## src/rtl/crc_req_scheduler.sv

```systemverilog
`timescale 1ns/1ps
`default_nettype none
// ============================================================================
// Module   : crc_req_scheduler
// Purpose  : Two-port round-robin arbiter and sequencer for a serial CRC-8 engine.
// Revision : 1.0
// ============================================================================
module crc_req_scheduler #(
    parameter int DATA_W  = 8,
    parameter int TIMEOUT = 16
) (
    input  logic              clk,
    input  logic              rst,
    input  logic [1:0]        req,
    input  logic [DATA_W-1:0] data0,
    input  logic [DATA_W-1:0] data1,
    output logic [1:0]        gnt,
    output logic              busy,
    output logic              done,
    output logic [DATA_W-1:0] result,
    output logic              err,
    output logic              crc_rst,
    output logic              crc_active,
    output logic [DATA_W-1:0] crc_data,
    input  logic              crc_out,
    input  logic              crc_valid
);

    localparam int CNT_W = $clog2((TIMEOUT > DATA_W) ? TIMEOUT : DATA_W);
    localparam int BIT_W = (DATA_W > 1) ? $clog2(DATA_W) : 1;

    localparam logic [2:0] S_IDLE    = 3'd0;
    localparam logic [2:0] S_ARM     = 3'd1;
    localparam logic [2:0] S_SHIFT   = 3'd2;
    localparam logic [2:0] S_COLLECT = 3'd3;
    localparam logic [2:0] S_DONE    = 3'd4;

    logic [2:0]        r_state;
    logic [2:0]        w_next_state;
    logic [CNT_W-1:0]  r_cnt;
    logic [BIT_W-1:0]  r_nbit;
    logic [DATA_W-1:0] r_shreg;
    logic              r_last;
    logic              r_abort;
    logic              w_win;
    logic              w_last_sample;
    logic              w_timeout_hit;
    logic [DATA_W-1:0] w_collect_next;

    always_comb begin
        w_win          = 1'b0;
        w_collect_next = r_shreg;
        w_next_state   = r_state;
        // Contention goes to whoever was not served last; a lone request always wins.
        if (req == 2'b11) begin
            w_win = ~r_last;
        end else begin
            w_win = ~req[0];
        end
        if (crc_valid) begin
            w_collect_next[r_nbit] = crc_out;
        end
        w_last_sample = crc_valid && (r_nbit == BIT_W'(DATA_W - 1));
        w_timeout_hit = (r_cnt == CNT_W'(TIMEOUT - 1));
        case (r_state)
            S_IDLE:    if (|req) w_next_state = S_ARM;
            S_ARM:     w_next_state = S_SHIFT;
            S_SHIFT:   if (r_cnt == CNT_W'(DATA_W - 1)) w_next_state = S_COLLECT;
            S_COLLECT: if (w_last_sample || w_timeout_hit) w_next_state = S_DONE;
            S_DONE:    w_next_state = S_IDLE;
            default:   w_next_state = S_IDLE;
        endcase
    end

    always_ff @(posedge clk) begin
        if (!rst) begin
            r_state  <= S_IDLE;
            r_cnt    <= '0;
            r_nbit   <= '0;
            r_shreg  <= '0;
            r_last   <= 1'b1;
            r_abort  <= 1'b0;
            gnt      <= 2'b00;
            crc_rst  <= 1'b0;
            crc_data <= '0;
            result   <= '0;
        end else begin
            r_state <= w_next_state;
            crc_rst <= (w_next_state != S_ARM);
            case (r_state)
                S_IDLE: begin
                    if (|req) begin
                        gnt      <= w_win ? 2'b10 : 2'b01;
                        r_last   <= w_win;
                        crc_data <= w_win ? data1 : data0;
                    end
                end
                S_ARM: begin
                    r_cnt   <= '0;
                    r_nbit  <= '0;
                    r_shreg <= '0;
                    r_abort <= 1'b0;
                end
                S_SHIFT: begin
                    r_cnt <= (w_next_state == S_COLLECT) ? '0 : r_cnt + 1'b1;
                end
                S_COLLECT: begin
                    r_cnt <= r_cnt + 1'b1;
                    if (crc_valid) begin
                        r_shreg <= w_collect_next;
                        r_nbit  <= r_nbit + 1'b1;
                    end
                    // A final sample landing on the timeout cycle still counts as success.
                    if (w_next_state == S_DONE) begin
                        r_abort <= ~w_last_sample;
                        result  <= w_last_sample ? w_collect_next : '0;
                    end
                end
                S_DONE: begin
                    gnt <= 2'b00;
                end
                default: ;
            endcase
        end
    end

    assign busy       = (r_state != S_IDLE);
    assign done       = (r_state == S_DONE);
    assign err        = (r_state == S_DONE) && r_abort;
    assign crc_active = (r_state == S_SHIFT);

endmodule
`default_nettype wire

```

## config.mk

```make
export PLATFORM = sky130hd
export DESIGN_NAME = crc_req_scheduler
export DESIGN_NICKNAME = d
export VERILOG_FILES = /design/src/rtl/crc_req_scheduler.sv
export SDC_FILE = /design/constraint.sdc
export NUM_CORES = 1
export LEC_CHECK = 0
export ABC_CLOCK_PERIOD_IN_PS = 4210
export BUFFER_PORTS_ARGS = -buffer_cell sky130_fd_sc_hd__buf_2
export CAP_MARGIN = 10
export CORE_ASPECT_RATIO = 0.7
export CORE_UTILIZATION = 43
export DETAILED_ROUTE_END_ITERATION = 10
export PLACE_DENSITY = 0.75
export SYNTH_ARGS = -nofsm -noshare
export SYNTH_HDL_FRONTEND = slang
export SYNTH_SLANG_ARGS = --single-unit
```

## constraint.sdc

```tcl
create_clock -name clk -period 4.21 [get_ports clk]
set_input_delay 0.842 -clock clk [delete_from_list [all_inputs] [get_ports clk]]
set_output_delay 0.842 -clock clk [all_outputs]
set_load 0.01 [all_outputs]
```

Word level (Yosys, flattened, before mapping)
Cells that the tools add are included.
{"block": "op_classes", "add_sub_neg": 2, "shift": 0, "n_eq_ne": 14, "n_mux": 22, "n_reduce_logical": 15, "n_mul": 0, "bitwise_logic": 3, "div": 0, "order_cmp": 2}
{"op": "8-bit two-way mux", "n": 4}
{"op": "8-bit case mux with 2 select lines", "n": 1}
{"op": "3-bit two-way mux", "n": 4}
{"op": "3-bit case mux with 4 select lines", "n": 1}
{"op": "4-bit case mux with 3 select lines", "n": 1}
{"op": "2-bit AND reduction", "n": 5}
{"op": "3-bit by 2-bit equality test with 1-bit output (second input constant)", "n": 3}
{"op": "3-bit equality test (second input constant)", "n": 3}
{"op": "8-bit bitwise mux", "n": 1}
{"op": "2-bit != test (second input constant)", "n": 3}
{"op": "3-bit case mux with 2 select lines", "n": 1}
{"op": "3-bit nonzero test", "n": 2}
{"op": "4-bit by 1-bit adder with 4-bit output (second input constant)", "n": 1}
{"op": "4-bit by 3-bit equality test with 1-bit output (second input constant)", "n": 1}
{"op": "4-bit equality test (second input constant)", "n": 1}
{"op": "3-bit by 4-bit < comparator with 1-bit output (second input constant)", "n": 1}
{"op": "2-bit two-way mux", "n": 2}
{"op": "4-bit two-way mux", "n": 1}
{"op": "2-bit case mux with 2 select lines", "n": 1}
{"op": "2-bit nonzero test", "n": 2}
{"op": "3-bit by 1-bit adder with 3-bit output (second input constant)", "n": 1}
{"op": "1-bit demux with 3-bit select", "n": 1}
{"op": "3-bit by 1-bit equality test with 1-bit output (second input constant)", "n": 1}
{"op": "3-bit by 1-bit >= comparator with 1-bit output (second input constant)", "n": 1}
{"op": "other kinds (9)", "n": 15}
{"block": "word_totals", "memories": 0, "input_bits": 22, "wordCells": 68, "out_inout_bits": 23, "romBits": 0, "ramBits": 0, "latchBits": 0, "regBits": 39}

Depth between registers and ports, before layout
Gate-level depths: netlist (run 1).
{"block": "depth", "word_depth": 8, "mapped_depth": 6, "mapped_depth_nobuf": 5}

Worst setup path before layout (run 1)
No wires, ideal clock.
{"block": "synth_path", "path_kind": "register -> output", "startpoint": "register r_state[1]", "endpoint": "output crc_active", "path_slack_ns": 2.294, "t_required_ns": 3.368, "stages_incl_launch_ff": 4, "arrival_time_ns": 1.074, "path_buffers": 1, "path_cell_list": "dfxtp_1 -> buf_6 -> nor2b_1 -> nor2b_1"}
{"block": "synth_via", "elab_chain_len": 1}
{"item": "start, declared", "line_no": "38", "text": "logic [2:0] r_state;"}
{"item": "start signal, assigned", "line_no": "88", "text": "r_state <= w_next_state;"}
{"item": "3-bit by 2-bit equality test with 1-bit output", "line_no": "130", "text": "assign crc_active = (r_state == S_SHIFT);"}
{"item": "end, declared", "line_no": "23", "text": "output logic crc_active,"}
No other way between the ends.

Worst setup path after layout (run 1)
Same ends and word-level chain as after synthesis.

==> results of run 1 <==
-- power by group through the flow --
stage	clock network (mW)	logic, mW	registers (mW)
after global placement	0	0.0965	0.411
after CTS	0.273	0.0981	0.403
final	0.264	0.0977	0.403
after detailed placement	0	0.0978	0.412
after floorplan	0	0.0662	0.410
after global routing	0.292	0.108	0.406
-- per-layer routing --
metal,track usage,vias to the layer above,share of wire
li1,-,756,-
met1,0.267,705,0.53
met2,0.264,27,0.42
met3,0.0439,5,0.031
met4,0.0612,0,0.011
met5,0,-,0
-- cells by family (layout without fill, tap and decap cells) --
group,count (synthesis),after routing,share of synthesized area
adder cells (fa/ha/maj),3,3,0.0206
flip-flops,39,39,0.428
AND/OR/NAND/NOR,59,59,0.220
buffers and inverters,13,54,0.0419
AO/OA/AOI/OAI,53,53,0.246
multiplexers,8,8,0.0439
-- area by class of cell --
cell class | count | area, um^2
Clock buffer | 6 | 82.6
Inverter | 2 | 7.51
Multi-Input combinational cell | 123 | 966
Clock inverter | 2 | 13.8
Sequential cell | 39 | 781
Tap cell | 52 | 65.1
Fill cell | 396 | 1860
Timing Repair Buffer | 44 | 220
-- layout by cell type, fill, tap and decap left out, drive strengths merged, types with 2 or more instances in the layout --
| cell type | count |
|---|---|
| nor4b | 2 |
| nor4bb | 3 |
| o21ai | 8 |
| ha | 3 |
| nand2 | 8 |
| dfxtp | 39 |
| nand2b | 3 |
| mux2i | 8 |
| nand4b | 4 |
| a21oi | 10 |
| nor2b | 3 |
| a21o | 2 |
| and3 | 11 |
| nor3 | 3 |
| buf | 44 |
| nand4 | 2 |
| nand3b | 2 |
| inv | 3 |
| nand3 | 4 |
| clkbuf | 6 |
| o31ai | 2 |
| nor2 | 6 |
| o2bb2ai | 16 |
| nor3b | 2 |
| a221o | 8 |
-- worst max path at each step --
stage	to
after CTS	err
after global placement	crc_active
after floorplan	crc_active
final	crc_active
after global routing	crc_active
after detailed placement	err
-- sequential cells by signal, indices dropped and copies added, names as in the netlist --
register  cells
gnt           2
r_last        1
r_abort       1
result        8
r_cnt         4
r_shreg       8
r_state       3
r_nbit        3
crc_data      8
crc_rst       1
==> metrics, run 1 <==
run status complete, no violations; final non-filler cell total 268; Pwr Total 0.765 mW; synthesized area divided by synthesized cell count 10.4 um^2; Yosys warnings 0; pwr dens 358 mW/mm^2; synthesized cell area 0.00182 mm^2; type of the worst setup path reg2out; minimum period implied by the final worst setup slack 2.46 ns; Synth area leaders dfxtp_1, o2bb2ai_2, a221o_1; unrepaired setup endpoints after global routing no; wire length of the first global-routing pass 6460 um; Place WS 2.07 ns; total of endpoints with negative setup slack in the final report 0; post-synthesis instance total 175; routability congestion estimate 0.800; switching power as a share of total power 0.264; initial core utilization 0.456; Comb pwr share 0.128; leakage power total 0.932 nW; drt first pass iters 4; top-count cell post-synth dfxtp_1; Tightest Pin Transition 0.610 ns; cts bufs inserted 5; cell with the largest stage delay on the worst path dfxtp_1; kind of path behind the tightest hold check reg2reg; combined buffer and inverter count along the critical path 1; library cell with the largest summed area after synthesis dfxtp_1; Net Count, Synth 200; clock tree sinks 39; Vias 1493; Global Route Usage Sum 0.183; relative area change from synthesis to final layout 17.2%; DP Area 0.00204 mm^2; ys flop type dfxtp_1; post-detailed-route via-to-cell ratio 5.57; H-tree lvl count 2; largest stage delay on the critical path 0.68 ns; total of max-cap violations 0; Final Worst Setup Slack 1.75 ns; Congestion Overflow GR 0; CP endpoint kind output pin; CORE AREA 0.00399 mm^2; Worst Hold Path Cells 1; Final Hold Slack 0.464 ns; remaining number of nets flagged by the antenna check after routing 0; final instance area 0.00214 mm^2; cell count along the critical path 3; clock tree root buffer cell clkbuf_8; top post-synthesis cells by count dfxtp_1, and3_1, a21oi_1; FF-to-FF path depth 5; Die Span Y 56.5 um; CP required 3.37 ns; worst slew slack as a fraction of its limit 0.593; DIE AREA 0.00451 mm^2; clock share of power 0.345; fraction of final layout cells sized beyond drive strength 1 0.301; Final Hold Fails 0; net load switching power 0.202 mW; number of cells in the design after placement 260; TritonCTS clock tree yes; buffer depth of the longest clock path 2; ANT cells 0; number of port buffers 44; flops & latches, synth 39; setup clock skew after layout 0.0143 ns; width of the die 79.8 um; most frequent cell on the critical path nor2b_1; post-CTS resize count 0; clock latency reported for the late side of the worst-skew pair 0.29 ns; highest achievable clock rate 0.407 GHz; endpoint of the worst hold path r_shreg[4]$_SDFFE_PN0P_; critical-path cell list nor2b_1, nor2b_1, buf_2; half-perimeter wire length of the detailed placement result 2610 um; Boundary Pins 45; post-CTS setup-driven buffer insertion count 0; post-detailed-routing wire length 3700 um; number of enable flip-flop cells after synthesis 0; cell family with most CP delay flip-flops; crit share post-route 0.583; vias in the first global route 1377; residual DRC count 0; final count of pins violating max slew 0; type of origin of the critical path register; critical register-to-register path endpoint result[3]$_SDFFE_PN0P_; initial drt markers 115; Cell variety after synth 45; average wire per standard cell 13.8 um; maximum number of pins on one net before global-route repair 17; launch point of the worst hold path r_shreg[4]$_SDFFE_PN0P_; # hold bufs at CTS 0; final-stage net count 240; share of the yosys chip area belonging to registers 0.428; WP data arrival 1.61 ns; worst-case register-to-register setup slack 2.34 ns; share of synthesized registers carrying an async set or reset 0; initial antenna violation count 0; row cnt 19; timing startpoint of the critical path r_state[1]$_SDFF_PN0_; Worst IR Drop VDD 0.000185 V; worst flop-to-flop path startpoint r_nbit[0]$_SDFFE_PN0P_; Reg clk slew, reported paths 0.08 ns; share of Yosys cell area claimed by the top area cell type 0.428; setup total negative slack 0 ns; power share of the sequential group 0.527; internal power component 0.563 mW; Max FO, Critical Path 12; Util after Layout 0.535
(Power assumes the default switching activity.)
==> inputs of run 2 (changes only) <==
Settings changed: ABC_CLOCK_PERIOD_IN_PS 4210 to 1950, PLACE_DENSITY 0.75 to 0.77.
Clock period 4.21 ns to 1.95 ns, I/O delays scaled along.
==> metrics, run 2 (synthesis results as in run 1) <==
run status complete, no violations; cell with the largest stage delay on the worst path dfxtp_1; maximum number of pins on one net before global-route repair 17; kind of path behind the tightest hold check in2reg; fraction of final layout cells sized beyond drive strength 1 0.329; width of the die 79.8 um; Congestion Overflow GR 0; drt first pass iters 4; half-perimeter wire length of the detailed placement result 2820 um; wire length on met1 2050 um; setup clock skew after layout 0.00681 ns; final instance area 0.00219 mm^2; DIE AREA 0.00451 mm^2; initial drt markers 147; remaining number of nets flagged by the antenna check after routing 0; worst slew slack as a fraction of its limit 0.635; total of endpoints with negative setup slack in the final report 0; Tightest Pin Transition 0.546 ns; area used by multi-input combinational logic 968 um^2; Global Route Usage Sum 0.184; average wire per standard cell 14.2 um; type of origin of the critical path register; cell family with most CP delay buffers and inverters; CORE AREA 0.00399 mm^2; Reg clk slew, reported paths 0.08 ns; Die Span Y 56.5 um; DP Area 0.00208 mm^2; Max FO, Critical Path 9; Worst IR Drop VDD 0.000452 V; initial antenna violation count 0; post-CTS resize count 0; WP data arrival 1.43 ns; crit share post-route 0.934; combined buffer and inverter count along the critical path 3; Boundary Pins 45; critical-path cell list buf_4, nor3_4, inv_1, buf_2; FILL cells 352; type of the worst setup path reg2out; wire length of the first global-routing pass 6440 um; number of port buffers 44; H-tree lvl count 2; post-detailed-route via-to-cell ratio 5.57; cts bufs inserted 5; CP endpoint kind output pin; pwr dens 762 mW/mm^2; storage element area 782 um^2; buffer depth of the longest clock path 2; TritonCTS clock tree yes; minimum period implied by the final worst setup slack 1.82 ns; total of max-cap violations 0; post-CTS setup-driven buffer insertion count 0; final count of pins violating max slew 0; vias in the first global route 1384; Final Hold Fails 0; relative area change from synthesis to final layout 20.0%; Pwr Total 1.67 mW; ANT cells 0; largest registers crc_data x8, r_shreg x8, result x8; CP required 1.56 ns; clock tree root buffer cell clkbuf_8; clock latency reported for the late side of the worst-skew pair 0.29 ns; highest achievable clock rate 0.549 GHz; Final Hold Slack 0.319 ns; final-stage net count 246; Vias 1527; routed wire length on met2 1590 um; most common cell after layout, fill and taps aside buf_2; clock tree sinks 39; sum of met3 wire segment lengths after detailed routing 220 um; most frequent cells in the layout buf_2, dfxtp_1, and3_1, a21oi_1; post-detailed-routing wire length 3900 um; # hold bufs at CTS 0; Top Metal Used met4; row cnt 19; setup total negative slack 0 ns; residual DRC count 0; routability congestion estimate 0.759; unrepaired setup endpoints after global routing no; leakage power total 0.959 nW; initial core utilization 0.456; largest stage delay on the critical path 0.43 ns
## run 2: cell types whose count changed in the layout (fill, tap and decap cells not counted)
cell        change
buf_4           +6
clkinv_2        -1
clkinv_4        +1
clkinvlp_4      +1
dfxtp_1         -1
dfxtp_2         +1
inv_6           -1
nor2_1          -1
nor2_2          +1
## run 2: final cells by class
class | count | area share
timing repair buffer | 50 | 0.121
inverter | 2 | 0.00343
clock inverter | 2 | 0.00744
multi-input combinational | 123 | 0.443
sequential | 39 | 0.358
tap | 52 | 0.0297
clock buffer | 6 | 0.0378
## run 2: final timing paths
kind,to,depth (start not counted),slack (ns),from
hold reg to reg,r_shreg[1]$_SDFFE_PN0P_,1,0.47,r_shreg[1]$_SDFFE_PN0P_
hold / removal,crc_data[1]$_SDFFE_PN0P_,2,0.32,data0[1]
setup reg to reg,result[7]$_SDFFE_PN0P_,5,0.14,r_nbit[1]$_SDFFE_PN0P_
setup / recovery,busy,4,0.13,r_state[0]$_SDFF_PN0_
## run 2: through the flow
| step | util | instances | setup WS [ns] |
|---|---|---|---|
| final | 0.548 | 274 | 0.129 |
| after global routing | 0.548 | 274 | 0.0287 |
| after CTS | 0.547 | 274 | 0.0235 |
| after global placement | 0.522 | 266 | 0.241 |
| after detailed placement | 0.522 | 266 | 0.164 |
| after floorplan | - | 175 | 0.401 |
## run 2: power breakdown
part / total, mW / internal [mW] / leakage, nW / switching (mW)
registers: 0.860 / 0.832 / 0.318 / 0.0275
clock network: 0.568 / 0.288 / 0.0474 / 0.280
logic: 0.238 / 0.107 / 0.594 / 0.132
## run 2: metal layers
metal / track usage / vias to the layer above
met1: 0.286 / 703
met3: 0.0423 / 5
met2: 0.239 / 53
li1: - / 766
met4: 0.0740 / 0
met5: 0 / -
## run 2: worst reg2reg max path: stages (launching register included)
cell,delay [ns]
dfxtp_1,0.48
ha_1,0.21
ha_1,0.18
nand2_1,0.09
or3_1,0.59
o2bb2ai_2,0.20
